`config.mk`:
```
export PLATFORM = sky130hd
export DESIGN_NAME = hansen_muldiv
export DESIGN_NICKNAME = d
export VERILOG_FILES = /design/src/rtl/hansen_muldiv_pkg.sv /design/src/rtl/hansen_muldiv_special.sv /design/src/rtl/hansen_muldiv.sv
export SDC_FILE = /design/constraint.sdc
export NUM_CORES = 1
export LEC_CHECK = 0
export BUFFER_PORTS_ARGS = -buffer_cell sky130_fd_sc_hd__clkbuf_2
export CAP_MARGIN = 20
export CORE_UTILIZATION = 65
export CTS_CLUSTER_DIAMETER = 100
export DETAILED_ROUTE_END_ITERATION = 8
export PLACE_DENSITY = 0.87
export SLEW_MARGIN = 20
export SYNTH_ARGS = -nofsm -noshare
export SYNTH_HDL_FRONTEND = slang
export SYNTH_SLANG_ARGS = --single-unit
```
`constraint.sdc`:
```
create_clock -name clk_i -period 8.4 [get_ports clk_i]
set_input_delay 0 -clock clk_i [delete_from_list [all_inputs] [get_ports clk_i]]
set_output_delay 0 -clock clk_i [all_outputs]
set_load 0.005 [all_outputs]
```
`src/rtl/hansen_muldiv_pkg.sv`:
```
// Shared encodings for the hansen_muldiv M-extension unit: funct3 op codes, FSM states
// and a small op-class helper.
package hansen_muldiv_pkg;

  localparam logic [2:0] OP_MUL    = 3'd0;
  localparam logic [2:0] OP_MULH   = 3'd1;
  localparam logic [2:0] OP_MULHSU = 3'd2;
  localparam logic [2:0] OP_MULHU  = 3'd3;
  localparam logic [2:0] OP_DIV    = 3'd4;
  localparam logic [2:0] OP_DIVU   = 3'd5;
  localparam logic [2:0] OP_REM    = 3'd6;
  localparam logic [2:0] OP_REMU   = 3'd7;

  typedef enum logic [1:0] {
    ST_IDLE = 2'd0,
    ST_CALC = 2'd1,
    ST_DONE = 2'd2
  } state_e;

  function automatic logic is_div(input logic [2:0] op);
    return op[2];
  endfunction

endpackage

```
`src/rtl/hansen_muldiv_special.sv`:
```
// Combinational detection of divide-by-zero and signed-overflow divides, with the
// architecturally defined result for each.
module hansen_muldiv_special
  import hansen_muldiv_pkg::*;
#(
  parameter int unsigned XLEN = 32
) (
  input  logic [2:0]      op_i,
  input  logic [XLEN-1:0] a_i,
  input  logic [XLEN-1:0] b_i,
  output logic            hit_o,
  output logic [XLEN-1:0] value_o
);

  localparam logic [XLEN-1:0] MinVal = {1'b1, {(XLEN-1){1'b0}}};

  logic b_zero;
  logic ovf;

  always_comb begin
    b_zero  = (b_i == '0);
    ovf     = ((op_i == OP_DIV) || (op_i == OP_REM)) && (a_i == MinVal) && (b_i == '1);
    hit_o   = is_div(op_i) && (b_zero || ovf);
    value_o = '0;
    // op_i[1] separates REM/REMU from DIV/DIVU
    if (b_zero) begin
      value_o = op_i[1] ? a_i : '1;
    end else if (ovf) begin
      value_o = op_i[1] ? '0 : a_i;
    end
  end

endmodule

```
`src/rtl/hansen_muldiv.sv`:
```
// Iterative RV M-extension unit: shift-add multiply and restoring divide, one bit per cycle.
// Define HANSEN_MULDIV_FAST_MUL_EN to compute MUL* with a single-cycle combinational product.
module hansen_muldiv
  import hansen_muldiv_pkg::*;
#(
  parameter int unsigned XLEN  = 32,
  parameter int unsigned CNT_W = $clog2(XLEN) + 1
) (
  input  logic            clk_i,
  input  logic            reset_i,
  input  logic            in_valid_i,
  output logic            in_ready_o,
  input  logic [2:0]      op_i,
  input  logic [XLEN-1:0] a_i,
  input  logic [XLEN-1:0] b_i,
  input  logic            kill_i,
  output logic            out_valid_o,
  input  logic            out_ready_i,
  output logic [XLEN-1:0] result_o,
  output logic            busy_o
);

  state_e              state_q;
  logic [2:0]          op_q;
  logic [CNT_W-1:0]    cnt_q;
  logic [XLEN-1:0]     mcand_q;
  logic [2*XLEN-1:0]   acc_q;
  logic                qneg_q;
  logic                rneg_q;
  logic                out_valid_q;
  logic                busy_q;
  logic [XLEN-1:0]     result_q;

  logic                sp_hit;
  logic [XLEN-1:0]     sp_val;

  hansen_muldiv_special #(
    .XLEN(XLEN)
  ) u_special (
    .op_i   (op_i),
    .a_i    (a_i),
    .b_i    (b_i),
    .hit_o  (sp_hit),
    .value_o(sp_val)
  );

  logic                a_neg;
  logic                b_neg;
  logic [XLEN-1:0]     a_mag;
  logic [XLEN-1:0]     b_mag;
  logic [XLEN:0]       mul_sum;
  logic [2*XLEN-1:0]   mul_next;
  logic [XLEN:0]       rem_sh;
  logic [XLEN:0]       div_diff;
  logic [2*XLEN-1:0]   div_next;
  logic [2*XLEN-1:0]   prod;
  logic [XLEN-1:0]     quo;
  logic [XLEN-1:0]     rem;
  logic [XLEN-1:0]     fix_res;

  always_comb begin
    a_neg = a_i[XLEN-1] & ((op_i == OP_MULH) || (op_i == OP_MULHSU) ||
                           (op_i == OP_DIV) || (op_i == OP_REM));
    b_neg = b_i[XLEN-1] & ((op_i == OP_MULH) || (op_i == OP_DIV) || (op_i == OP_REM));
    a_mag = a_neg ? -a_i : a_i;
    b_mag = b_neg ? -b_i : b_i;

    // acc = {partial product, remaining multiplier bits}
    mul_sum  = {1'b0, acc_q[2*XLEN-1:XLEN]} + (acc_q[0] ? {1'b0, mcand_q} : '0);
    mul_next = {mul_sum, acc_q[XLEN-1:1]};

    // acc = {partial remainder, dividend bits shifting into quotient bits}
    rem_sh   = acc_q[2*XLEN-1:XLEN-1];
    div_diff = rem_sh - {1'b0, mcand_q};
    div_next = div_diff[XLEN] ? {rem_sh[XLEN-1:0], acc_q[XLEN-2:0], 1'b0}
                              : {div_diff[XLEN-1:0], acc_q[XLEN-2:0], 1'b1};

    prod = qneg_q ? -acc_q : acc_q;
    quo  = qneg_q ? -acc_q[XLEN-1:0] : acc_q[XLEN-1:0];
    rem  = rneg_q ? -acc_q[2*XLEN-1:XLEN] : acc_q[2*XLEN-1:XLEN];
    if (is_div(op_q)) begin
      fix_res = op_q[1] ? rem : quo;
    end else begin
      fix_res = (op_q == OP_MUL) ? prod[XLEN-1:0] : prod[2*XLEN-1:XLEN];
    end
  end

`ifdef HANSEN_MULDIV_FAST_MUL_EN
  logic signed [XLEN:0]     fast_a;
  logic signed [XLEN:0]     fast_b;
  logic signed [2*XLEN-1:0] fast_prod;
  logic [XLEN-1:0]          fast_res;

  always_comb begin
    fast_a    = {a_i[XLEN-1] & ((op_i == OP_MULH) || (op_i == OP_MULHSU)), a_i};
    fast_b    = {b_i[XLEN-1] & (op_i == OP_MULH), b_i};
    fast_prod = fast_a * fast_b;
    fast_res  = (op_i == OP_MUL) ? fast_prod[XLEN-1:0] : fast_prod[2*XLEN-1:XLEN];
  end
`endif

  always_ff @(posedge clk_i or posedge reset_i) begin
    if (reset_i) begin
      state_q     <= ST_IDLE;
      op_q        <= '0;
      cnt_q       <= '0;
      mcand_q     <= '0;
      acc_q       <= '0;
      qneg_q      <= 1'b0;
      rneg_q      <= 1'b0;
      out_valid_q <= 1'b0;
      busy_q      <= 1'b0;
      result_q    <= '0;
    end else if (kill_i) begin
      state_q     <= ST_IDLE;
      out_valid_q <= 1'b0;
      busy_q      <= 1'b0;
    end else begin
      unique case (state_q)
        ST_IDLE: begin
          if (in_valid_i) begin
            op_q   <= op_i;
            qneg_q <= a_neg ^ b_neg;
            rneg_q <= a_neg;
            cnt_q  <= '0;
            busy_q <= 1'b1;
            if (sp_hit) begin
              result_q    <= sp_val;
              out_valid_q <= 1'b1;
              state_q     <= ST_DONE;
`ifdef HANSEN_MULDIV_FAST_MUL_EN
            end else if (!is_div(op_i)) begin
              result_q    <= fast_res;
              out_valid_q <= 1'b1;
              state_q     <= ST_DONE;
`endif
            end else begin
              // Same operand layout serves both multiply and divide
              mcand_q <= b_mag;
              acc_q   <= {{XLEN{1'b0}}, a_mag};
              state_q <= ST_CALC;
            end
          end
        end
        ST_CALC: begin
          if (cnt_q == CNT_W'(XLEN)) begin
            result_q    <= fix_res;
            out_valid_q <= 1'b1;
            state_q     <= ST_DONE;
          end else begin
            acc_q <= is_div(op_q) ? div_next : mul_next;
            cnt_q <= cnt_q + 1'b1;
          end
        end
        ST_DONE: begin
          if (out_ready_i) begin
            out_valid_q <= 1'b0;
            busy_q      <= 1'b0;
            state_q     <= ST_IDLE;
          end
        end
        default: begin
          state_q     <= ST_IDLE;
          out_valid_q <= 1'b0;
          busy_q      <= 1'b0;
        end
      endcase
    end
  end

  assign in_ready_o  = (state_q == ST_IDLE) & ~reset_i;
  assign out_valid_o = out_valid_q;
  assign result_o    = result_q;
  assign busy_o      = busy_q;

endmodule

```
==> out/metrics.yaml <==
portBuffers: 106
hp-class: "in -> reg"
synth_seq_cells: 143
seqPwrFrac_pct: 26.6
grt_max_degree: 95
nets: 2088
p_comb_share_pct: 54.0
yosys_warnings: 0
internal-power_mw: 2.26
ctsHoldBuffers: 51
synth_nets: 2029
globalRouteTotalUtil_pct: 41.7
p_leak_nw: 7.18
worst_pin_slew_ns: 1.02
skew_ns: 0.0117
crit_arrival_ns: 5.26
postRouteWirelength_mm: 45.8
die_h_um: 151
grtUsageMet3_pct: 11.1
hold_viol: 0
reg2reg_depth: 13
postPlaceCellArea_um2: 14900
nFillCells: 1632
post-route-drc-count: 0
slew_violations: 0
p_clk_share_pct: 19.4
io_pins: 107
worst-setup-path-type: "reg -> reg"
cap_violations: 0
use_met2_pct: 64.7
drt_iter0_drc: 1814
clk_pin_slew_ns: 0.06
cp_max_fo: 33
busiest_layer: "met2"
post_cts_resize_count: 0
vdd_ir_drop_max_mv: 0.137
diodes: 0
hpwl_mm: 31.7
synthFlopType: "dfrtp_1"
crit_path_start_kind: "register"
async_flop_share_pct: 100
clockBufferDepth: 2
num_vias: 15000
endpoint_kind: "register"
synth.distinct_cells: 83
cts_buffers: 17
setup_viol: 0
fmax_mhz: 203
slew_headroom_pct: 30.8
viasPerCell: 6.72
grt_pass1_wl_mm: 73.9
final_layout_size_suffix_gt1_share_pct: 9.82
hold_depth: 4
syn-mean-instance-area_um2: 7.67
synthCells: 1884
clk_latency_ns: 0.44
dr.pass1.iters: 6
yosysTopAreaCell: "dfrtp_1"
p_sw_mw: 1.95
rows: 54
fin_crit_ns: 4.94
globalplace.congestion: 0.995
cts.sinks: 143
ys_seq_area_share_pct: 24.8
fp.coreArea_um2: 21800
power_density_nw_per_um2: 263
synth_area_leaders: "dfrtp_1 25%, o21ai_0 7.2%, xor2_1 6.7%, ha_1 6.1%, xnor2_1 5.4%"
synth-edff-count: 0
fin_area_um2: 16000
period_share_pct: 58.8
cts_root_buf: "clkbuf_16"
grt_overflow_total: 0
antenna_left: 0
grt_setup_unrepaired: "false"
timing.setup.tns_ns: 0
synthesis.area_um2: 14500
swShare_pct: 46.3
antenna_found_initial: 2
cts_setup_buffers: 0
syn_to_final_growth_pct: 11.0
synthTopCellsByCount: "207 x o21ai_0, 189 x nor2_1, 185 x nand2_1"
required_ns: 8.72
grt_pass1_vias: 14200
wl_per_cell_um: 20.5
outcome: "completed"
die_area_um2: 22800
chipWidth_um: 151
synth_top_area_share_pct: 24.8
cts_tree: "done"
cts_max_level: 4
start_util_pct: 66.2
grt_util_met1_pct: 52.6
yosysMostFrequentCell: "o21ai_0"
## registers in the layout, indices dropped and copies added (netlist names)
name,flops
acc_q,64
mcand_q,32
result_o,32
cnt_q,6
op_q,3
state_q,2
busy_o,1
out_valid_o,1
qneg_q,1
rneg_q,1
## stage by stage
step	utilization, %	power [mW]	std cells	setup WS (ns)	hold slack, ns
2_1_floorplan	-	2.79	1884	4.56	0.0300
3_3_place_gp	68.4	3.20	2153	3.82	0.210
3_5_place_dp	68.4	3.28	2153	3.66	0.212
4_1_cts	73.5	4.12	2235	3.58	0.0183
5_1_grt	73.5	4.48	2235	3.19	0.0393
6_report	73.5	4.21	2235	3.46	0.0180
## per-layer routing
layer	up-vias	routed length (um)
met1	6992	17900
met5	-	23
met3	197	5130
li1	6910	-
met2	923	20300
met4	4	2450
## placed cells by master, fill, tap and decap left out, types with 13 or more instances in the layout
cell,count
a21oi_1,136
o41ai_1,15
nor2_1,188
dfrtp_1,141
or4_1,19
a21o_1,36
dlygate4sd3_1,51
ha_1,71
xnor2_1,88
clkbuf_2,106
or3_1,22
nand3_1,20
nand2b_1,20
a31oi_1,28
inv_1,68
a22oi_1,14
clkbuf_16,17
nor3_1,28
nand4_1,13
xor2_1,111
o21ai_0,207
or2_2,13
buf_4,17
o211ai_1,27
o31ai_1,26
nand2_1,184
o221ai_1,15
mux2i_1,70
## final timing paths
path                       slack [ns]      endpoint         from
max                              3.46     acc_q[63]     acc_q[0]
min                              0.02     acc_q[18]      a_i[18]
max reg2reg                      3.46     acc_q[63]     acc_q[0]
min reg2reg                      0.48   mcand_q[25]  mcand_q[25]
max in group asynchronous        6.86  result_o[25]      reset_i
min in group asynchronous        0.27      cnt_q[5]      reset_i
## area by class of cell
class	count	area, um^2	share of cell area (%)
well taps	280	350	2.18
clock buffers	21	450	2.81
flip-flops and latches	143	3580	22.3
repair buffers	174	1170	7.28
inverters	69	264	1.65
multi-input cells	1538	10100	62.7
clock inverters	10	163	1.01
## power groups by stage
stage	sequential, mW	combinational [mW]	clock, mW
after floorplan	0.929	1.86	0
after global placement	1.10	2.10	0
after detailed placement	1.11	2.17	0
after CTS	1.10	2.21	0.814
after global routing	1.14	2.50	0.839
final	1.12	2.28	0.817
## kinds of logic after synthesis
kind of cell | Yosys count | share of synthesized area, %
adders and majority gates | 73 | 6.42
muxes | 75 | 5.24
buffers and inverters | 203 | 5.88
DFF | 143 | 24.8
xor gates and xnor gates | 200 | 12.1
and+or+nand+nor | 574 | 18.7
AOI/OAI and AO/OA | 616 | 26.9
## critical path, stage by stage, from the launching register on
cell and delay [ns]:
dfrtp_1 0.45, inv_1 0.78, nor2_1 0.12, ha_1 0.39, o211ai_1 0.19, a21oi_1 0.09
o41a_1 0.43, a41o_1 0.29, a21oi_1 0.29, o21ai_0 0.26, a221oi_1 0.75, o311a_1 0.29
o311ai_0 0.18, a32o_1 0.29
Note: power is estimated with default switching activity, not from simulation.
